==> config.mk <==
export PLATFORM = sky130hd
export DESIGN_NAME = cm_block_feeder
export DESIGN_NICKNAME = d
export VERILOG_FILES = /design/src/rtl/cm_block_feeder.sv
export SDC_FILE = /design/constraint.sdc
export NUM_CORES = 1
export LEC_CHECK = 0
export ABC_AREA = 0
export BUFFER_PORTS_ARGS = -buffer_cell sky130_fd_sc_hd__buf_4
export CAP_MARGIN = 10
export CELL_PAD_IN_SITES_DETAIL_PLACEMENT = 0
export CELL_PAD_IN_SITES_GLOBAL_PLACEMENT = 1
export CORE_MARGIN = 2
export CORE_UTILIZATION = 50
export CTS_BUF_LIST = sky130_fd_sc_hd__clkbuf_4 sky130_fd_sc_hd__clkbuf_8
export CTS_CLUSTER_SIZE = 12
export DETAILED_ROUTE_END_ITERATION = 16
export PLACE_DENSITY_LB_ADDON = 0.1
export SLEW_MARGIN = 20
export SYNTH_ARGS = -nofsm -noshare
export SYNTH_HDL_FRONTEND = slang
export SYNTH_SLANG_ARGS = --single-unit
==> constraint.sdc <==
create_clock -name clk -period 3.7 [get_ports clk]
set_input_delay 0.925 -clock clk [delete_from_list [all_inputs] [get_ports clk]]
set_output_delay 0.925 -clock clk [all_outputs]
set_load 0.005 [all_outputs]
==> src/rtl/cm_block_feeder.sv <==
// Gathers 64-sample frames into eight 8-lane blocks for the complex multiplier.
// Short frames are zero-padded, and results still in flight are counted before the frame is closed.
module cm_block_feeder #(
  parameter int W = 16
) (
  input  logic                clk,
  input  logic                rst,
  input  logic [2:0]          cfg_stage,
  input  logic                in_valid,
  output logic                in_ready,
  input  logic signed [W-1:0] in_re,
  input  logic signed [W-1:0] in_im,
  input  logic                in_last,
  output logic                isValid,
  output logic [5:0]          start,
  output logic [5:0]          step,
  output logic signed [W-1:0] x  [0:7],
  output logic signed [W-1:0] xi [0:7],
  input  logic                resultValid,
  output logic                frame_done,
  output logic                frame_err,
  output logic                busy
);

  typedef enum logic [1:0] {IDLE, FILL, PAD, DRAIN} state_t;

  state_t              state, stateNext;
  logic [5:0]          sampleCnt, sampleCntNext;
  logic [2:0]          stage, stageEff;
  logic [2:0]          padBlk, padBlkNext;
  logic [3:0]          outstanding;
  logic signed [W-1:0] laneRe [0:7];
  logic signed [W-1:0] laneIm [0:7];
  logic signed [W-1:0] blkRe  [0:7];
  logic signed [W-1:0] blkIm  [0:7];
  logic                accept, issue, issueZero, errSet, doneNext, resultOk;
  logic [2:0]          lane, blk, issueBlk;

  function automatic logic [5:0] twStart(input logic [2:0] b, input logic [2:0] s);
    logic [5:0] t;
    t = {b, 3'b000};
    return t << s;
  endfunction

  function automatic logic [5:0] twStep(input logic [2:0] s);
    logic [5:0] one;
    one = 6'd1;
    return one << s;
  endfunction

  assign lane     = sampleCnt[2:0];
  assign blk      = sampleCnt[5:3];
  assign in_ready = !rst && (state == IDLE || state == FILL);
  assign accept   = in_valid && in_ready;
  assign busy     = (state != IDLE);
  assign resultOk = resultValid && (outstanding != 4'd0);

  // The first sample of a frame has to use the stage that is live on the port, because it is not latched yet
  assign stageEff = (state == IDLE) ? ((cfg_stage > 3'd5) ? 3'd5 : cfg_stage) : stage;

  always_comb begin
    stateNext     = state;
    sampleCntNext = sampleCnt;
    padBlkNext    = padBlk;
    issue         = 1'b0;
    issueZero     = 1'b0;
    issueBlk      = blk;
    errSet        = 1'b0;
    doneNext      = 1'b0;
    case (state)
      IDLE, FILL: begin
        if (accept) begin
          sampleCntNext = sampleCnt + 6'd1;
          if (sampleCnt == 6'd63) begin
            issue     = 1'b1;
            stateNext = DRAIN;
            errSet    = !in_last;
          end else if (in_last) begin
            issue         = 1'b1;
            errSet        = 1'b1;
            sampleCntNext = 6'd0;
            if (blk == 3'd7) begin
              stateNext = DRAIN;
            end else begin
              stateNext  = PAD;
              padBlkNext = blk + 3'd1;
            end
          end else begin
            stateNext = FILL;
            issue     = (lane == 3'd7);
          end
        end
      end
      PAD: begin
        issue      = 1'b1;
        issueZero  = 1'b1;
        issueBlk   = padBlk;
        padBlkNext = padBlk + 3'd1;
        if (padBlk == 3'd7) stateNext = DRAIN;
      end
      DRAIN: begin
        // isValid still high means one increment of the counter has not landed yet
        if (outstanding == 4'd0 && !isValid) begin
          stateNext = IDLE;
          doneNext  = 1'b1;
        end
      end
      default: stateNext = IDLE;
    endcase
  end

  // Lanes already stored come from the registers, the current lane comes straight from the input, and the rest are zero
  always_comb begin
    for (int k = 0; k < 8; k++) begin
      blkRe[k] = '0;
      blkIm[k] = '0;
      if (!issueZero) begin
        if (3'(k) < lane) begin
          blkRe[k] = laneRe[k];
          blkIm[k] = laneIm[k];
        end else if (3'(k) == lane) begin
          blkRe[k] = in_re;
          blkIm[k] = in_im;
        end
      end
    end
  end

  always_ff @(posedge clk) begin
    if (rst) begin
      state       <= IDLE;
      sampleCnt   <= '0;
      stage       <= '0;
      padBlk      <= '0;
      outstanding <= '0;
      isValid     <= 1'b0;
      start       <= '0;
      step        <= '0;
      frame_done  <= 1'b0;
      frame_err   <= 1'b0;
      for (int k = 0; k < 8; k++) begin
        x[k]      <= '0;
        xi[k]     <= '0;
        laneRe[k] <= '0;
        laneIm[k] <= '0;
      end
    end else begin
      state      <= stateNext;
      sampleCnt  <= sampleCntNext;
      padBlk     <= padBlkNext;
      isValid    <= issue;
      frame_done <= doneNext;
      if (state == IDLE && accept) stage <= stageEff;
      if (accept) begin
        laneRe[lane] <= in_re;
        laneIm[lane] <= in_im;
      end
      if (issue) begin
        start <= twStart(issueBlk, stageEff);
        step  <= twStep(stageEff);
        for (int k = 0; k < 8; k++) begin
          x[k]  <= blkRe[k];
          xi[k] <= blkIm[k];
        end
      end
      if (isValid && !resultOk) outstanding <= outstanding + 4'd1;
      else if (!isValid && resultOk) outstanding <= outstanding - 4'd1;
      if (errSet || (resultValid && outstanding == 4'd0)) frame_err <= 1'b1;
    end
  end

endmodule

==> summary.md <==
| Metric | Value |
|---|---|
| Vias | 17000 |
| Post-synth cell types | 50 |
| Slowest library cell on the worst path | dfxtp_1 |
| H-tree levels | 3 |
| Global-route wire length before repair | 96.2 mm |
| Via density per instance | 5.78 |
| Drt total wl | 63.4 mm |
| CTS buffer count | 85 |
| Commonest cells post-synth | dfxtp_1, nand2_1, nor2_1, edfxtp_1, and2_1 |
| Asr flop ratio synth | 0% |
| Mapped Cells | 2113 |
| Slew @ Worst Pin | 1.04 ns |
| GR Overflow Total | 0 |
| Util after Layout | 60.5% |
| Worst endpoint required time | 4.25 ns |
| CP most frequent cell | ha_1 |
| Worst-skew pair later-pin latency | 0.65 ns |
| Initial DRC Count | 1351 |
| CTS root buffer | clkbuf_8 |
| Final max-slew violation count | 0 |
| Fin nets | 2379 |
| Min cycle time layout | 2.75 ns |
| Worst Hold End | xi[17] |
| Area post-placement | 0.0241 mm^2 |
| Max VDD drop | 0.339 mV |
| Final Skew | 0.0264 ns |
| Vias in the first global route | 16300 |
| HP Class | register to register |
| Initial antenna violation count | 0 |
| Area grow syn2layout | 20.2% |
| IO Count | 313 |
| Share of cells above drive strength 1 | 26.6% |
| Critical Path AT | 3.29 ns |
| Max stage delay on crit path | 0.66 ns |
| Avg Cell Area, Syn | 10.2 um^2 |
| Main synth FF type | dfxtp_1 |
| CTS max path bufs | 3 |
| Inst Count DP | 2788 |
| Reg-to-reg slack, setup | 0.95 ns |
| Yosys top cell by area | edfxtp_1 |
| Count leader, synth | dfxtp_1 |
| Hold Path Origin | xi[17] |
| Total power | 12.7 mW |
| GRT Total Usage | 27.9% |
| Crit path launch | sampleCnt[1] |
| Hold_buf cts | 0 |
| Top cells by area, synth | edfxtp_1, dfxtp_1, nand2_1, and2_1, nor2_1 |
| Routed Antenna Nets | 0 |
| DIE AREA | 0.0448 mm^2 |
| Max_slew headroom | 30.4% |
| Worst R2R Path Depth | 7 |
| Fin. Hold Viols | 0 |
| Post-Syn Area | 0.0216 mm^2 |
| Std cell rows | 76 |
| GPL Wtd Cong | 0.816 |
| CTS sink cnt | 510 |
| Critical path peak fanout | 157 |
| R2r endpoint | xi[107] |
| Number of synthesized register bits | 510 |
| Outcome | finished clean |
| Routed len/inst | 21.5 um |
| Hold Path Depth | 2 |
| N_diodes | 0 |
| CTS tree | yes |
| Crit path capture type | register |
| Setup violators final | 0 |
| Setup CP Type | register to register |
| Filler cells | 3588 |
| Drt pass-1 iters | 5 |
| Setup TNS | 0 ns |
| CP Launch Type | register |
| Critical-path cell list | ha_1 > ha_1 > a311oi_4 > nor2_4 > buf_12 > nor2_1 > a311oi_2 |
| Post-layout instance area | 0.0259 mm^2 |
| Core area | 0.0428 mm^2 |
| Lkg Pwr | 10.4 nW |
| RSZ-0062 raised after global routing | false |
| Die Ht | 212 um |
| Sequential-to-total area share from yosys stat | 57.8% |
| PwrDens | 489 mW/mm^2 |
| Post-synth top area share | 31.2% |
| Clk slew on worst S/H paths | 0.06 ns |
| DRC errors left | 0 |
| Post-DP HPWL | 38.8 mm |
| EDFF count, synth | 224 |
| Yosys warnings | 0 |
| Reg2reg start | sampleCnt[1] |
| Fin cells | 2946 |
| Post-CTS Setup Inserts | 0 |
| Post-cts gate resize count | 0 |
| Max_cap viols | 0 |
| FMAX | 364 MHz |
| IO buf count | 309 |
| Fin crit share | 74.2% |
| Pin count of the biggest net entering global routing | 158 |
| Initial Util | 50.4% |
| Die width | 212 um |
==> final cells by class <==
cell class / count / area, um^2 / area share [%]
Clock buffer: 150 / 1750 / 6.76
Clock inverter: 8 / 48.8 / 0.188
Inverter: 9 / 33.8 / 0.130
Multi-Input combinational cell: 1370 / 8160 / 31.5
Sequential cell: 510 / 12500 / 48.1
Tap cell: 546 / 683 / 2.64
Timing Repair Buffer: 353 / 2780 / 10.7
==> where the power goes <==
part / internal (mW) / total (mW) / switching (mW)
logic: 0.458 / 1.24 / 0.778
clock network: 2.95 / 5.18 / 2.23
registers: 6.11 / 6.26 / 0.144
==> worst max path at each step <==
stage | end | cells after the start | slack, ns
floorplan | laneIm[3][0] | 5 | 0.90
global placement | laneIm[5][6] | 5 | 0.80
detailed placement | laneRe[3][10] | 5 | 0.74
CTS | xi[33] | 7 | 0.98
global route | xi[103] | 7 | 0.75
finish | xi[107] | 7 | 0.95
==> metrics by stage <==
step	hold WS, ns	setup WS [ns]
3_3_place_gp	0.443	0.798
2_1_floorplan	0.448	0.896
4_1_cts	0.454	0.980
6_report	0.453	0.954
5_1_grt	0.480	0.748
3_5_place_dp	0.447	0.740
==> layout by cell type (no fill, tap or decap), types with 55 or more instances in the layout <==
cell type / synthesis / final
a221oi_1: 82 / 82
buf_4: 20 / 343
a22oi_1: 58 / 58
nand2_1: 273 / 273
clkbuf_8: 0 / 100
nor2_1: 245 / 243
a21oi_1: 62 / 61
nand3_1: 152 / 151
edfxtp_1: 224 / 224
and2_1: 162 / 162
nor3_2: 82 / 83
a311oi_1: 55 / 55
and3_1: 69 / 69
dfxtp_1: 286 / 284
==> worst max-delay path, delay by kind of cell, from the launching register on <==
family	cells	cell delay (ns)
buf+inv	1	0.50
flops	1	0.66
fa+ha+maj	2	0.68
compound gates	2	0.35
simple gates	2	0.30
==> layer usage <==
metal / global-route usage [%] / share of wire (%) / up-vias
met5: 0 / 0 / -
met3: 5.27 / 7.7 / 142
met4: 11.4 / 3.4 / 0
met1: 38.2 / 43 / 8268
met2: 43.8 / 46 / 684
li1: - / - / 7940
==> state kept, by name, summed over array words and instances, names as in the netlist, 3 cells and up <==
register / flops
xi: 128
padBlk: 3
stage: 3
outstanding: 4
laneRe: 112
laneIm: 112
start: 3
x: 128
sampleCnt: 6
step: 6
==> cells by family after synthesis <==
kind of cell / Yosys count / share of synthesized area [%]
other: 1 / 0.0174
flip-flops: 510 / 57.8
multiplexers: 8 / 0.371
XOR/XNOR: 4 / 0.163
AO/OA/AOI/OAI: 308 / 11.6
adder cells (fa/ha/maj): 10 / 0.615
AND/OR/NAND/NOR: 1037 / 24.6
buffers and inverters: 235 / 4.81
Power figures use the tool's default switching activity.
